===== src/rtl/id_ex_stage_if.sv =====
// -----------------------------------------------------------------------------
// id_ex_stage_if
// Bundle of the ID-side inputs and EX-side outputs of the ID/EX pipeline
// register. The slave modport is the register itself. The master modport is
// the surrounding pipeline, or a testbench.
//
// Build option: IDEX_STALL_COUNT_EN adds the StallCount output.
//
// Signals (direction as seen by the slave):
//   in_Valid, in_Flush, in_Hold, in_UsesRt        in   control from ID / hazard
//   in_Ctrl[CTRL_W-1:0]                           in   decoded control bundle
//   in_IfId_RegisterRs/Rt/Rd[4:0]                 in   register numbers
//   in_ReadData1/2, in_SignExtImm, in_PC4         in   ID operands
//   IdEx_Valid, IdEx_Ctrl, IdEx_Register*         out  registered EX view
//   IdEx_ReadData1/2, IdEx_SignExtImm, IdEx_PC4   out  registered EX operands
//   Stall                                         out  load-use hazard
//   StallCount[31:0] (optional)                   out  stall-bubble counter
// -----------------------------------------------------------------------------
interface id_ex_stage_if #(
  parameter int DATA_W  = 32,
  parameter int ALUOP_W = 3
);
  localparam int CTRL_W = 6 + ALUOP_W;

  logic              in_Valid;
  logic              in_Flush;
  logic              in_Hold;
  logic              in_UsesRt;
  logic [CTRL_W-1:0] in_Ctrl;
  logic [4:0]        in_IfId_RegisterRs;
  logic [4:0]        in_IfId_RegisterRt;
  logic [4:0]        in_IfId_RegisterRd;
  logic [DATA_W-1:0] in_ReadData1;
  logic [DATA_W-1:0] in_ReadData2;
  logic [DATA_W-1:0] in_SignExtImm;
  logic [DATA_W-1:0] in_PC4;

  logic              IdEx_Valid;
  logic [CTRL_W-1:0] IdEx_Ctrl;
  logic [4:0]        IdEx_RegisterRs;
  logic [4:0]        IdEx_RegisterRt;
  logic [4:0]        IdEx_RegisterRd;
  logic [DATA_W-1:0] IdEx_ReadData1;
  logic [DATA_W-1:0] IdEx_ReadData2;
  logic [DATA_W-1:0] IdEx_SignExtImm;
  logic [DATA_W-1:0] IdEx_PC4;
  logic              Stall;
`ifdef IDEX_STALL_COUNT_EN
  logic [31:0]       StallCount;
`endif

  modport slave (
    input  in_Valid, in_Flush, in_Hold, in_UsesRt, in_Ctrl,
           in_IfId_RegisterRs, in_IfId_RegisterRt, in_IfId_RegisterRd,
           in_ReadData1, in_ReadData2, in_SignExtImm, in_PC4,
    output IdEx_Valid, IdEx_Ctrl, IdEx_RegisterRs, IdEx_RegisterRt,
           IdEx_RegisterRd, IdEx_ReadData1, IdEx_ReadData2,
           IdEx_SignExtImm, IdEx_PC4, Stall
`ifdef IDEX_STALL_COUNT_EN
    , output StallCount
`endif
  );

  modport master (
    output in_Valid, in_Flush, in_Hold, in_UsesRt, in_Ctrl,
           in_IfId_RegisterRs, in_IfId_RegisterRt, in_IfId_RegisterRd,
           in_ReadData1, in_ReadData2, in_SignExtImm, in_PC4,
    input  IdEx_Valid, IdEx_Ctrl, IdEx_RegisterRs, IdEx_RegisterRt,
           IdEx_RegisterRd, IdEx_ReadData1, IdEx_ReadData2,
           IdEx_SignExtImm, IdEx_PC4, Stall
`ifdef IDEX_STALL_COUNT_EN
    , input StallCount
`endif
  );
endinterface


===== src/rtl/id_ex_stage.sv =====
// -----------------------------------------------------------------------------
// id_ex_stage
// ID/EX pipeline register of the 5-stage MIPS core. It includes load-use
// hazard detection and bubble insertion.
//
// Ports:
//   clk    in   pipeline clock, rising edge
//   reset  in   synchronous, active-low
//   bus    id_ex_stage_if.slave
//          - ID-side operands and control
//          - EX-side registered outputs
//          - Stall
//
// Build option: IDEX_STALL_COUNT_EN adds bus.StallCount. This is a
// saturating count of bubbles inserted because of a load-use stall. Bubbles
// inserted because of a flush are not counted.
//
// Control bundle: [0] RegWrite, [1] MemRead, [2] MemWrite, [3] MemtoReg,
// [4] ALUSrc, [5] RegDst, [6+:ALUOP_W] ALUOp.
// -----------------------------------------------------------------------------
module id_ex_stage #(
  parameter int DATA_W  = 32,
  parameter int ALUOP_W = 3
) (
  input  logic         clk,
  input  logic         reset,
  id_ex_stage_if.slave bus
);
  localparam int CTRL_W      = 6 + ALUOP_W;
  localparam int MEMREAD_BIT = 1;

  logic              valid_p1;
  logic [CTRL_W-1:0] ctrl_p1;
  logic [4:0]        rs_p1;
  logic [4:0]        rt_p1;
  logic [4:0]        rd_p1;
  logic [DATA_W-1:0] readData1_p1;
  logic [DATA_W-1:0] readData2_p1;
  logic [DATA_W-1:0] signExtImm_p1;
  logic [DATA_W-1:0] pc4_p1;

  logic hazard;
  logic stall;

  // ID stage: load-use detection against the instruction currently in EX.
  // A load result is not available for forwarding into the very next EX.
  // An ID instruction that needs that result therefore waits one cycle.
  // A squashed ID instruction must not stall the front end.
  always_comb begin
    hazard = valid_p1 & ctrl_p1[MEMREAD_BIT] & bus.in_Valid &
             (rt_p1 != 5'd0) &
             ((rt_p1 == bus.in_IfId_RegisterRs) |
              (bus.in_UsesRt & (rt_p1 == bus.in_IfId_RegisterRt)));
    stall  = hazard & ~bus.in_Flush;
  end

  // ID -> EX register boundary.
  // Priority: reset, flush bubble, hold, stall bubble, normal load.
  // A bubble also zeroes the register numbers and data. An empty slot can
  // then never satisfy a forwarding compare.
  always_ff @(posedge clk) begin
    if (!reset || bus.in_Flush || (!bus.in_Hold && stall)) begin
      valid_p1      <= 1'b0;
      ctrl_p1       <= '0;
      rs_p1         <= '0;
      rt_p1         <= '0;
      rd_p1         <= '0;
      readData1_p1  <= '0;
      readData2_p1  <= '0;
      signExtImm_p1 <= '0;
      pc4_p1        <= '0;
    end else if (!bus.in_Hold) begin
      valid_p1      <= bus.in_Valid;
      // An invalid slot carries no control, so no write can escape from it.
      ctrl_p1       <= bus.in_Valid ? bus.in_Ctrl : '0;
      rs_p1         <= bus.in_IfId_RegisterRs;
      rt_p1         <= bus.in_IfId_RegisterRt;
      rd_p1         <= bus.in_IfId_RegisterRd;
      readData1_p1  <= bus.in_ReadData1;
      readData2_p1  <= bus.in_ReadData2;
      signExtImm_p1 <= bus.in_SignExtImm;
      pc4_p1        <= bus.in_PC4;
    end
  end

`ifdef IDEX_STALL_COUNT_EN
  logic [31:0] stallCount_p1;

  always_ff @(posedge clk) begin
    if (!reset) begin
      stallCount_p1 <= '0;
    end else if (!bus.in_Hold && stall && (stallCount_p1 != 32'hFFFF_FFFF)) begin
      stallCount_p1 <= stallCount_p1 + 32'd1;
    end
  end

  assign bus.StallCount = stallCount_p1;
`endif

  assign bus.IdEx_Valid      = valid_p1;
  assign bus.IdEx_Ctrl       = ctrl_p1;
  assign bus.IdEx_RegisterRs = rs_p1;
  assign bus.IdEx_RegisterRt = rt_p1;
  assign bus.IdEx_RegisterRd = rd_p1;
  assign bus.IdEx_ReadData1  = readData1_p1;
  assign bus.IdEx_ReadData2  = readData2_p1;
  assign bus.IdEx_SignExtImm = signExtImm_p1;
  assign bus.IdEx_PC4        = pc4_p1;
  assign bus.Stall           = stall;

endmodule


===== src/flat_wrapper.sv =====
// flat-port wrapper written by rule: the top's interface ports become plain ports
module id_ex_stage_flat 
#(
  parameter int DATA_W  = 32,
  parameter int ALUOP_W = 3
)
  (clk, reset, bus_in_Valid, bus_in_Flush, bus_in_Hold, bus_in_UsesRt, bus_in_Ctrl, bus_in_IfId_RegisterRs, bus_in_IfId_RegisterRt, bus_in_IfId_RegisterRd, bus_in_ReadData1, bus_in_ReadData2, bus_in_SignExtImm, bus_in_PC4, bus_IdEx_Valid, bus_IdEx_Ctrl, bus_IdEx_RegisterRs, bus_IdEx_RegisterRt, bus_IdEx_RegisterRd, bus_IdEx_ReadData1, bus_IdEx_ReadData2, bus_IdEx_SignExtImm, bus_IdEx_PC4, bus_Stall);
  id_ex_stage_if #(.DATA_W(DATA_W), .ALUOP_W(ALUOP_W)) bus_i ();
  input  logic clk;
  input  logic reset;
  input wire logic [$bits(bus_i.in_Valid)-1:0] bus_in_Valid;
  input wire logic [$bits(bus_i.in_Flush)-1:0] bus_in_Flush;
  input wire logic [$bits(bus_i.in_Hold)-1:0] bus_in_Hold;
  input wire logic [$bits(bus_i.in_UsesRt)-1:0] bus_in_UsesRt;
  input wire logic [$bits(bus_i.in_Ctrl)-1:0] bus_in_Ctrl;
  input wire logic [$bits(bus_i.in_IfId_RegisterRs)-1:0] bus_in_IfId_RegisterRs;
  input wire logic [$bits(bus_i.in_IfId_RegisterRt)-1:0] bus_in_IfId_RegisterRt;
  input wire logic [$bits(bus_i.in_IfId_RegisterRd)-1:0] bus_in_IfId_RegisterRd;
  input wire logic [$bits(bus_i.in_ReadData1)-1:0] bus_in_ReadData1;
  input wire logic [$bits(bus_i.in_ReadData2)-1:0] bus_in_ReadData2;
  input wire logic [$bits(bus_i.in_SignExtImm)-1:0] bus_in_SignExtImm;
  input wire logic [$bits(bus_i.in_PC4)-1:0] bus_in_PC4;
  output wire logic [$bits(bus_i.IdEx_Valid)-1:0] bus_IdEx_Valid;
  output wire logic [$bits(bus_i.IdEx_Ctrl)-1:0] bus_IdEx_Ctrl;
  output wire logic [$bits(bus_i.IdEx_RegisterRs)-1:0] bus_IdEx_RegisterRs;
  output wire logic [$bits(bus_i.IdEx_RegisterRt)-1:0] bus_IdEx_RegisterRt;
  output wire logic [$bits(bus_i.IdEx_RegisterRd)-1:0] bus_IdEx_RegisterRd;
  output wire logic [$bits(bus_i.IdEx_ReadData1)-1:0] bus_IdEx_ReadData1;
  output wire logic [$bits(bus_i.IdEx_ReadData2)-1:0] bus_IdEx_ReadData2;
  output wire logic [$bits(bus_i.IdEx_SignExtImm)-1:0] bus_IdEx_SignExtImm;
  output wire logic [$bits(bus_i.IdEx_PC4)-1:0] bus_IdEx_PC4;
  output wire logic [$bits(bus_i.Stall)-1:0] bus_Stall;
  assign bus_i.in_Valid = bus_in_Valid;
  assign bus_i.in_Flush = bus_in_Flush;
  assign bus_i.in_Hold = bus_in_Hold;
  assign bus_i.in_UsesRt = bus_in_UsesRt;
  assign bus_i.in_Ctrl = bus_in_Ctrl;
  assign bus_i.in_IfId_RegisterRs = bus_in_IfId_RegisterRs;
  assign bus_i.in_IfId_RegisterRt = bus_in_IfId_RegisterRt;
  assign bus_i.in_IfId_RegisterRd = bus_in_IfId_RegisterRd;
  assign bus_i.in_ReadData1 = bus_in_ReadData1;
  assign bus_i.in_ReadData2 = bus_in_ReadData2;
  assign bus_i.in_SignExtImm = bus_in_SignExtImm;
  assign bus_i.in_PC4 = bus_in_PC4;
  assign bus_IdEx_Valid = bus_i.IdEx_Valid;
  assign bus_IdEx_Ctrl = bus_i.IdEx_Ctrl;
  assign bus_IdEx_RegisterRs = bus_i.IdEx_RegisterRs;
  assign bus_IdEx_RegisterRt = bus_i.IdEx_RegisterRt;
  assign bus_IdEx_RegisterRd = bus_i.IdEx_RegisterRd;
  assign bus_IdEx_ReadData1 = bus_i.IdEx_ReadData1;
  assign bus_IdEx_ReadData2 = bus_i.IdEx_ReadData2;
  assign bus_IdEx_SignExtImm = bus_i.IdEx_SignExtImm;
  assign bus_IdEx_PC4 = bus_i.IdEx_PC4;
  assign bus_Stall = bus_i.Stall;
  id_ex_stage #(.DATA_W(DATA_W), .ALUOP_W(ALUOP_W)) u_core (.clk(clk), .reset(reset), .bus(bus_i));
endmodule

===== config.mk =====
export PLATFORM = sky130hd
export DESIGN_NAME = id_ex_stage_flat
export DESIGN_NICKNAME = d
export VERILOG_FILES = /design/src/rtl/id_ex_stage_if.sv /design/src/rtl/id_ex_stage.sv /design/src/flat_wrapper.sv
export SDC_FILE = /design/constraint.sdc
export NUM_CORES = 1
export LEC_CHECK = 0
export ABC_CLOCK_PERIOD_IN_PS = 4100
export BUFFER_PORTS_ARGS = -buffer_cell sky130_fd_sc_hd__buf_2
export CAP_MARGIN = 20
export CORE_AREA = 2 2 123 125
export DETAILED_ROUTE_END_ITERATION = 8
export DIE_AREA = 0 0 125 127
export HOLD_SLACK_MARGIN = 0.15
export PLACE_DENSITY = 0.77
export SETUP_SLACK_MARGIN = 0.1
export SYNTH_ARGS = -nofsm -noshare
export SYNTH_HDL_FRONTEND = slang
export SYNTH_SLANG_ARGS = --single-unit

===== constraint.sdc =====
create_clock -name clk -period 4.1 [get_ports clk]
set_clock_uncertainty 0.15 [all_clocks]
set_input_delay 0.205 -clock clk [delete_from_list [all_inputs] [get_ports clk]]
set_output_delay 0.205 -clock clk [all_outputs]
set_load 0.05 [all_outputs]

==> results of run 1 <==
-- registers in the layout, summed over array words and instances (netlist names) --
signal and count:
u_core.bus.IdEx_Valid 1, u_core.bus.IdEx_ReadData1 32, u_core.bus.IdEx_Ctrl 9, u_core.bus.IdEx_RegisterRd 5, u_core.bus.IdEx_RegisterRt 5, u_core.bus.IdEx_ReadData2 32
u_core.bus.IdEx_SignExtImm 32, u_core.bus.IdEx_RegisterRs 5, u_core.bus.IdEx_PC4 32
-- synth_stat cells --
| master | count | area share (%) |
|---|---|---|
| buf_2 | 9 | 0.71 |
| nand3_1 | 10 | 0.79 |
| buf_1 | 1 | 0.059 |
| clkbuf_1 | 68 | 4.0 |
| nand4_1 | 1 | 0.099 |
| o22ai_2 | 1 | 0.20 |
| a22oi_1 | 9 | 1.1 |
| or4_1 | 1 | 0.12 |
| a32oi_1 | 144 | 20 |
| and4b_1 | 1 | 0.16 |
| and3b_1 | 1 | 0.14 |
| o21ai_0 | 130 | 10 |
| xnor2_1 | 10 | 1.4 |
| o21ai_1 | 23 | 1.8 |
| and3_1 | 9 | 0.89 |
| dfxtp_1 | 153 | 48 |
| nor2b_1 | 1 | 0.099 |
| nor3b_1 | 1 | 0.12 |
| nand2_1 | 146 | 8.7 |
| o21ai_2 | 1 | 0.14 |
| buf_4 | 7 | 0.83 |
-- logic make-up (layout without fill, tap and decap cells) --
family | after synthesis | after routing | synth area share [%]
xor+xnor | 10 | 10 | 1.38
simple gates | 171 | 171 | 11.1
buf+inv | 85 | 513 | 5.64
compound gates | 308 | 308 | 33.5
flops | 153 | 153 | 48.4
-- metrics by stage --
| step | power [mW] | setup slack [ns] | instances | utilization [%] | hold slack (ns) |
|---|---|---|---|---|---|
| 6_report | 4.16 | 1.43 | 1339 | 70.2 | 0.202 |
| 3_3_place_gp | 2.36 | 1.75 | 1145 | 54.6 | 0.290 |
| 2_1_floorplan | 2.14 | 1.45 | 727 | - | 0.188 |
| 3_5_place_dp | 2.37 | 1.74 | 1145 | 54.6 | 0.297 |
| 4_1_cts | 4.15 | 1.41 | 1339 | 70.2 | 0.182 |
| 5_1_grt | 4.30 | 1.29 | 1339 | 70.2 | 0.215 |
-- power by group --
| part | internal [mW] | leakage (nW) | switching (mW) |
|---|---|---|---|
| sequential | 1.58 | 1.26 | 0.0538 |
| combinational | 0.282 | 2.71 | 0.566 |
| clock | 1.05 | 0.296 | 0.628 |
| total | 2.91 | 4.26 | 1.25 |
-- worst paths after layout --
kind | startpoint | to | slack (ns) | cells past startpoint
max | bus_in_IfId_RegisterRt[4] | bus_Stall | 1.43 | 7
min | bus_in_Flush | u_core.bus.IdEx_PC4[11] | 0.20 | 5
max reg2reg | u_core.bus.IdEx_RegisterRt[4] | u_core.bus.IdEx_PC4[16] | 1.62 | 5
min reg2reg | u_core.bus.IdEx_ReadData1[17] | u_core.bus.IdEx_ReadData1[17] | 0.31 | 2
-- worst max-delay path: cells and delay by family --
family	cells	cell delay (ns)
AND/OR/NAND/NOR	2	0.40
AO/OA/AOI/OAI	1	0.56
buffers and inverters	3	0.98
XOR/XNOR	1	0.17
-- cells in the final DEF (no fill, tap or decap), types with 2 or more instances in the layout --
cell type      count
a22oi_1            9
a32oi_1          144
and3_1             9
buf_12             3
buf_2            311
buf_4              5
bufinv_16          4
clkbuf_1           2
clkbuf_16         17
clkbuf_8           2
clkinv_2           2
clkinvlp_4         4
dfxtp_1          153
dlygate4sd3_1    162
nand2_1          146
nand3_1           10
o21ai_0          130
o21ai_1           23
xnor2_1           10
-- area by class of cell --
class                   instances  area (um^2)  area share [%]
repair buffers                481         3280            32.3
well taps                     184          230            2.27
flip-flops and latches        153         3060            30.2
multi-input cells             489         2930            28.9
clock buffers                  21          460            4.55
clock inverters                11          169            1.67
-- layer usage --
layer  track usage [%]  vias to the layer above
met4              11.8                        0
met1              33.0                     3522
li1                  -                     3595
met2              48.0                      439
met5                 0                        -
met3              7.66                       75
==> impl.org, run 1 <==
** CTS
- # resized after CTS :: 0
- Clock-pin slew on the worst setup and hold paths :: 0.06 ns
- The number of hold buffers added after CTS was 162.
- Clock latency on the worst-skew pair :: 0.41 ns
- Maximum clock path buffer count :: 2
- TritonCTS clock tree :: yes
- The H-tree was split into 4 levels.
- Clock tree synthesis inserted a total of 17 buffers.
- Clock tree root driver cell :: clkbuf_16
- Clock sink count :: 153
- Buffers added to address setup during post-CTS repair amount to 0.

** Route
- Wire segments on met2 add up to 11400 um in the final route.
- After detailed routing, the number of remaining DRC violations is 0.
- Final ANT Viol Nets :: 0
- In this run, the number of DRC markers left after iteration 0 of detailed routing was 720.
- The detailed router used layers up to and including met4.
- The first TritonRoute pass finished after 6 iterations.
- In the final routing, the length of wire on met1 measures 8790 um.
- The routed design has 23100 um of wire.
- In the final routed layout, each cell accounts on average for 17.3 um.
- Detail Route met3 WL :: 2140 um
- For this block, the via count after detailed routing is 7631.
- Via density per instance :: 5.70

** Logic synthesis
- Mapped Cells :: 727
- Summing the sequential cell areas from Yosys gives 48.4% of the chip area.
- Total nets after synthesis :: 885
- Yosys cell types :: 21
- The Yosys step of the flow raised 0 warnings.
- In this run, synthesis produced a sequential element count of 153.
- The mapped netlist covers 6320 um^2.
- After synthesis, the mean cell area works out to 8.70 um^2.

** STA
- Setup violations remaining at the end of the flow were counted as 0.
- Pins Over Slew Limit :: 0
- Setup repair after global routing left no endpoint under its margin.
- In the finished design, the share of the clock period the worst path needs comes to 65.0%.
- Measured against its own limit, the worst slew margin works out to 23.2%.
- For the pin with the worst max-slew slack, the measured transition is 1.15 ns.
- The hold violation count in the final report is 0.
- The smallest clock period supported by the final layout is computed as 2.67 ns.
- In the final timing run, aggregate negative setup slack is 0 ns.
- Timing would allow up to 375 MHz.

** Floorplan
- The die is 127 um tall.
- Die width :: 125 um
- Initial Util :: 43.8%
- The floorplan step defined a die boundary enclosing 15900 um^2.
- Std-Cell Rows :: 44
- After floorplanning, the core was sized to cover 14400 um^2.
- In this run the count of I/O pins placed on the die edge is 312.

** Power and ir drop
- IR analysis of the VDD net gives a maximum drop of 313 uV.
- The analysis attributes to cell leakage a power of 4.26 nW.
- Dividing total power by cell area gives a power density of 411 nW/um^2.

** Flow run
- Across the run, the number of max-cap violations was 0.

** Critical path
- Max incr delay on CP :: 0.56 ns
- STA classifies the critical path endpoint as an output pin.
- The critical path is of the input pin to output pin type.
- Along the worst path, the maximum fanout reaches 26.
- Critical-path cell list :: dlygate4sd3_1, buf_2, xnor2_1, nand4_1, o22ai_4, nor2b_1, buf_2
- Type of element launching the critical path :: input pin
- For the worst setup path, the data required time is 3.74 ns.
- The slowest stage of the critical path belongs to the cell o22ai_4.
- In this design, the critical path's most frequently occurring cell is buf_2.
- Arrival time reported for the critical path endpoint :: 2.31 ns

** Placement
- Routability congestion estimate :: 0.781
- Summing all placed instances gives a cell area of 7880 um^2.
- Detailed placement ended at an HPWL of 12200 um.
- Input and output buffers added on the ports amount to 311.

** GRT
- The first global-routing pass estimated 36800 um of wire.
- Entering global routing, the biggest net connects 283 pins.
- Antenna violations before repair :: 0
- Remaining global-route overflow :: 0
- Total track usage :: 27.9%
- The number of global-route vias before repair came to 7240.

** Finish
- Number of antenna repair diodes :: 0
- After routing the design area is 10100 um^2.
- At the end of the flow, the number of nets in the layout was 1300.
- After filler insertion, the fill cell instance count of the layout stands at 1009.
- The post-route netlist has 30.6% of its cells at a drive strength greater than 1.
- The area growth from synthesis to layout is 60.1%.

** Run status
- Outcome :: finished, final reports clean

** Hold path
- Classification of the worst-slack hold path :: input pin to flop
No activity file was read; power rests on OpenSTA's default activity.
==> run 2: changes to the inputs <==
- ABC_CLOCK_PERIOD_IN_PS: 4100 -> 2500
- CORE_AREA: 2 2 123 125 -> not set
- CORE_ASPECT_RATIO: not set -> 0.9
- CORE_MARGIN: not set -> 2
- CORE_UTILIZATION: not set -> 46
- DIE_AREA: 0 0 125 127 -> not set
- PLACE_DENSITY: 0.77 -> 0.81
- clock period: 4.1 -> 2.5 ns (I/O delays scaled with it)
==> run 2 against run 1 <==
Register-to-register slack got worse by 1.3 ns. Critical path depth down 2. Global-route usage is 7.1 points higher. Critical path type is now flop to output pin. Die area is 7.4% lower. Power rose by 56%. Routed wire length up 16%.
==> impl.org, run 2 (synthesis results as in run 1) <==
** Critical path
- For the worst flop-to-flop path, the logic depth is 6.
- Type of element launching the critical path :: flop
- At the worst endpoint, the arrival time is 2.04 ns.
- Critical register-to-register path endpoint :: u_core.bus.IdEx_ReadData1[28]
- In this run the worst path has a maximum fanout of 13.
- The critical path goes through or4_1, o21ai_4, buf_12, nor2b_2, buf_2.
- The worst setup path is captured at an output pin.
- In this design, the stage delay of the slowest critical-path cell is 0.59 ns.
- The slowest stage of the critical path is the or4_1 cell.
- The worst register-to-register path has a setup slack of 0.34 ns.
- Kind of critical path :: flop to output pin
- Worst reg2reg path startpoint :: u_core.bus.IdEx_RegisterRt[0]
- Number of gates on the worst path with buffers counted :: 5
- The critical path contains buffers and inverters numbering 2 combined.
- Required time at the worst-slack endpoint :: 2.23 ns
- Among cell families on the critical path, the largest total delay comes from simple AND/OR/NAND/NOR gates.

** Floorplan
- Die Height :: 115 um
- 312 I/O pins were placed.
- Area of the die :: 14700 um^2
- In this run the core area contains 40 standard-cell rows.
- The region available for standard cell placement spans 13400 um^2.
- The floorplan step set the die width to 128 um.
- For this configuration, the core starts out at a cell density of 47.1%.

** Finish
- Most used cells in the layout excluding fill and tap cells :: 311 x buf_2, 175 x dlygate4sd3_1, 153 x dfxtp_1
- Area used by multi-input combinational logic :: 2930 um^2
- The final layout contains 1328 nets.
- P&R area growth vs syn :: 64.4%
- Leaving out fill and tap cells, the most frequent cell in the layout is buf_2.
- Layout cell share with drive strength beyond 1 :: 31.1%
- Number of fill cells in the layout :: 788
- Across the whole layout, storage elements account for 3060 um^2.
- Final std cells w/o fill :: 1349

** CTS
- Clock-pin slew on the worst setup and hold paths :: 0.06 ns
- Number of buffers added by the clock tree synthesis step :: 17
- Maximum clock path buffer count :: 2
- Clock sink count :: 153
- # resized after CTS :: 0
- Count of H-tree levels built during CTS :: 4
- TritonCTS clock tree :: yes
- Clock tree root driver cell :: clkbuf_16
- Clock latency on the worst-skew pair :: 0.41 ns

** STA
- The count of pins over their slew limit came to 0.
- For the pin with the worst max-slew slack, the measured transition is 0.547 ns.
- Worst slew margin :: 63.5%
- In the finished design, the share of the clock period the worst path needs comes to 92.7%.
- Number of failing setup endpoints in the final timing report :: 0
- Total Neg Setup Slack :: 0 ns
- For this run, the top clock speed supported by timing is 432 MHz.
- Hold Vio Cnt, Final :: 0
- The clock period could shrink to 2.32 ns.
- Setup repair after global routing missed its margin :: no

** GRT
- Summed over all layers, the global routing overflow is 0.
- Maximum number of pins on one net before global-route repair :: 134
- Global Route met1 Usage :: 38.3%
- In the global route stage, met2 resource usage came out at 60.5%.
- The first global-routing pass estimated 41000 um of wire.
- For met3 alone, demand over resource in global routing was 10.4%.
- Vias in the first global route :: 7917
- Total track usage :: 35.0%
- Antenna violations before repair :: 0
- In this run the most used layer during global routing was met2.

** Power and ir drop
- Max IR drop VDD :: 610 uV
- Static Leak :: 4.39 nW
- Pwr per Cell Area :: 623 nW/um^2

** Placement
- Sum of net half-perimeters after detailed placement :: 12900 um
- Routability congestion estimate :: 0.832
- Port Buf Inserts :: 311
- Placed cell count :: 1140

** Route
- DR pass1 iterations :: 6
- Final ANT Viol Nets :: 0
- Detail-routed net length per standard cell :: 19.9 um
- The routed layout has 8294 vias.
- Overall routed net length :: 26900 um
- DRT iter0 DRCs :: 853
- Via density per instance :: 6.15
- After detailed routing, the number of remaining DRC violations is 0.

** Hold path
- Min-Delay Path Depth :: 5
- In this run the worst hold path is classified as input pin to flop.
- For hold timing, the worst endpoint is u_core.bus.IdEx_ReadData1[4].
- The worst hold path begins at reset.

** Run status
- Outcome :: finished, final reports clean

** Flow run
- Reported max-cap violation count :: 0
## run 2: timing repair
| action | CTS | global route |
|---|---|---|
| hold endpoints to repair | 153 | 0 |
| setup endpoints to repair | 1 | 1 |
| pin swaps | 1 | 1 |
| gates cloned | 2 | 0 |
| buffers inserted | 1 | 1 |
| hold buffers | 175 | 0 |
## run 2: worst max-delay path by stage
stage / slack (ns) / endpoint / startpoint
final: 0.18 / bus_Stall / u_core.bus.IdEx_RegisterRt[0]
after global routing: 0.12 / bus_Stall / u_core.bus.IdEx_RegisterRt[0]
after CTS: 0.12 / bus_Stall / u_core.bus.IdEx_RegisterRt[4]
after detailed placement: 0.42 / u_core.bus.IdEx_ReadData2[19] / u_core.bus.IdEx_RegisterRt[0]
after global placement: 0.48 / u_core.bus.IdEx_SignExtImm[2] / u_core.bus.IdEx_RegisterRt[0]
after floorplan: 0.17 / bus_Stall / u_core.bus.IdEx_RegisterRt[1]
## run 2: metal layers
metal  vias up  wire [um]
li1       3653          -
met1      3881       9530
met2       615      13300
met3       145       2620
met4         0       1460
met5         -          0
## run 2: final cells by class
cell class	count	area share (%)
Tap cell	168	2.02
Timing Repair Buffer	509	35.3
Multi-Input combinational cell	489	28.2
Clock buffer	21	4.53
Sequential cell	153	29.5
Clock inverter	8	0.481
Antenna cell	1	0.0241
## run 2: stage by stage
step / area, um^2 / total power [mW] / setup slack [ns] / hold slack [ns] / util [%]
4_1_cts: 10400 / 6.39 / 0.124 / 0.245 / 77.4
3_5_place_dp: 8040 / 3.91 / 0.417 / 0.229 / 59.9
5_1_grt: 10400 / 6.65 / 0.118 / 0.271 / 77.5
3_3_place_gp: 8040 / 3.89 / 0.483 / 0.221 / 59.9
2_1_floorplan: 6330 / 3.51 / 0.172 / 0.108 / -
6_report: 10400 / 6.48 / 0.183 / 0.274 / 77.5
## run 2: power breakdown
part / internal [mW] / switching (mW) / total, mW
registers: 2.59 / 0.0976 / 2.69
logic: 0.488 / 0.963 / 1.45
clock network: 1.32 / 1.01 / 2.33
## run 2: tightest hold or removal path, stage by stage
cell and delay, ns:
buf_2 0.10, nor3b_2 0.18, buf_12 0.20, nand2_1 0.09, o21ai_0 0.06
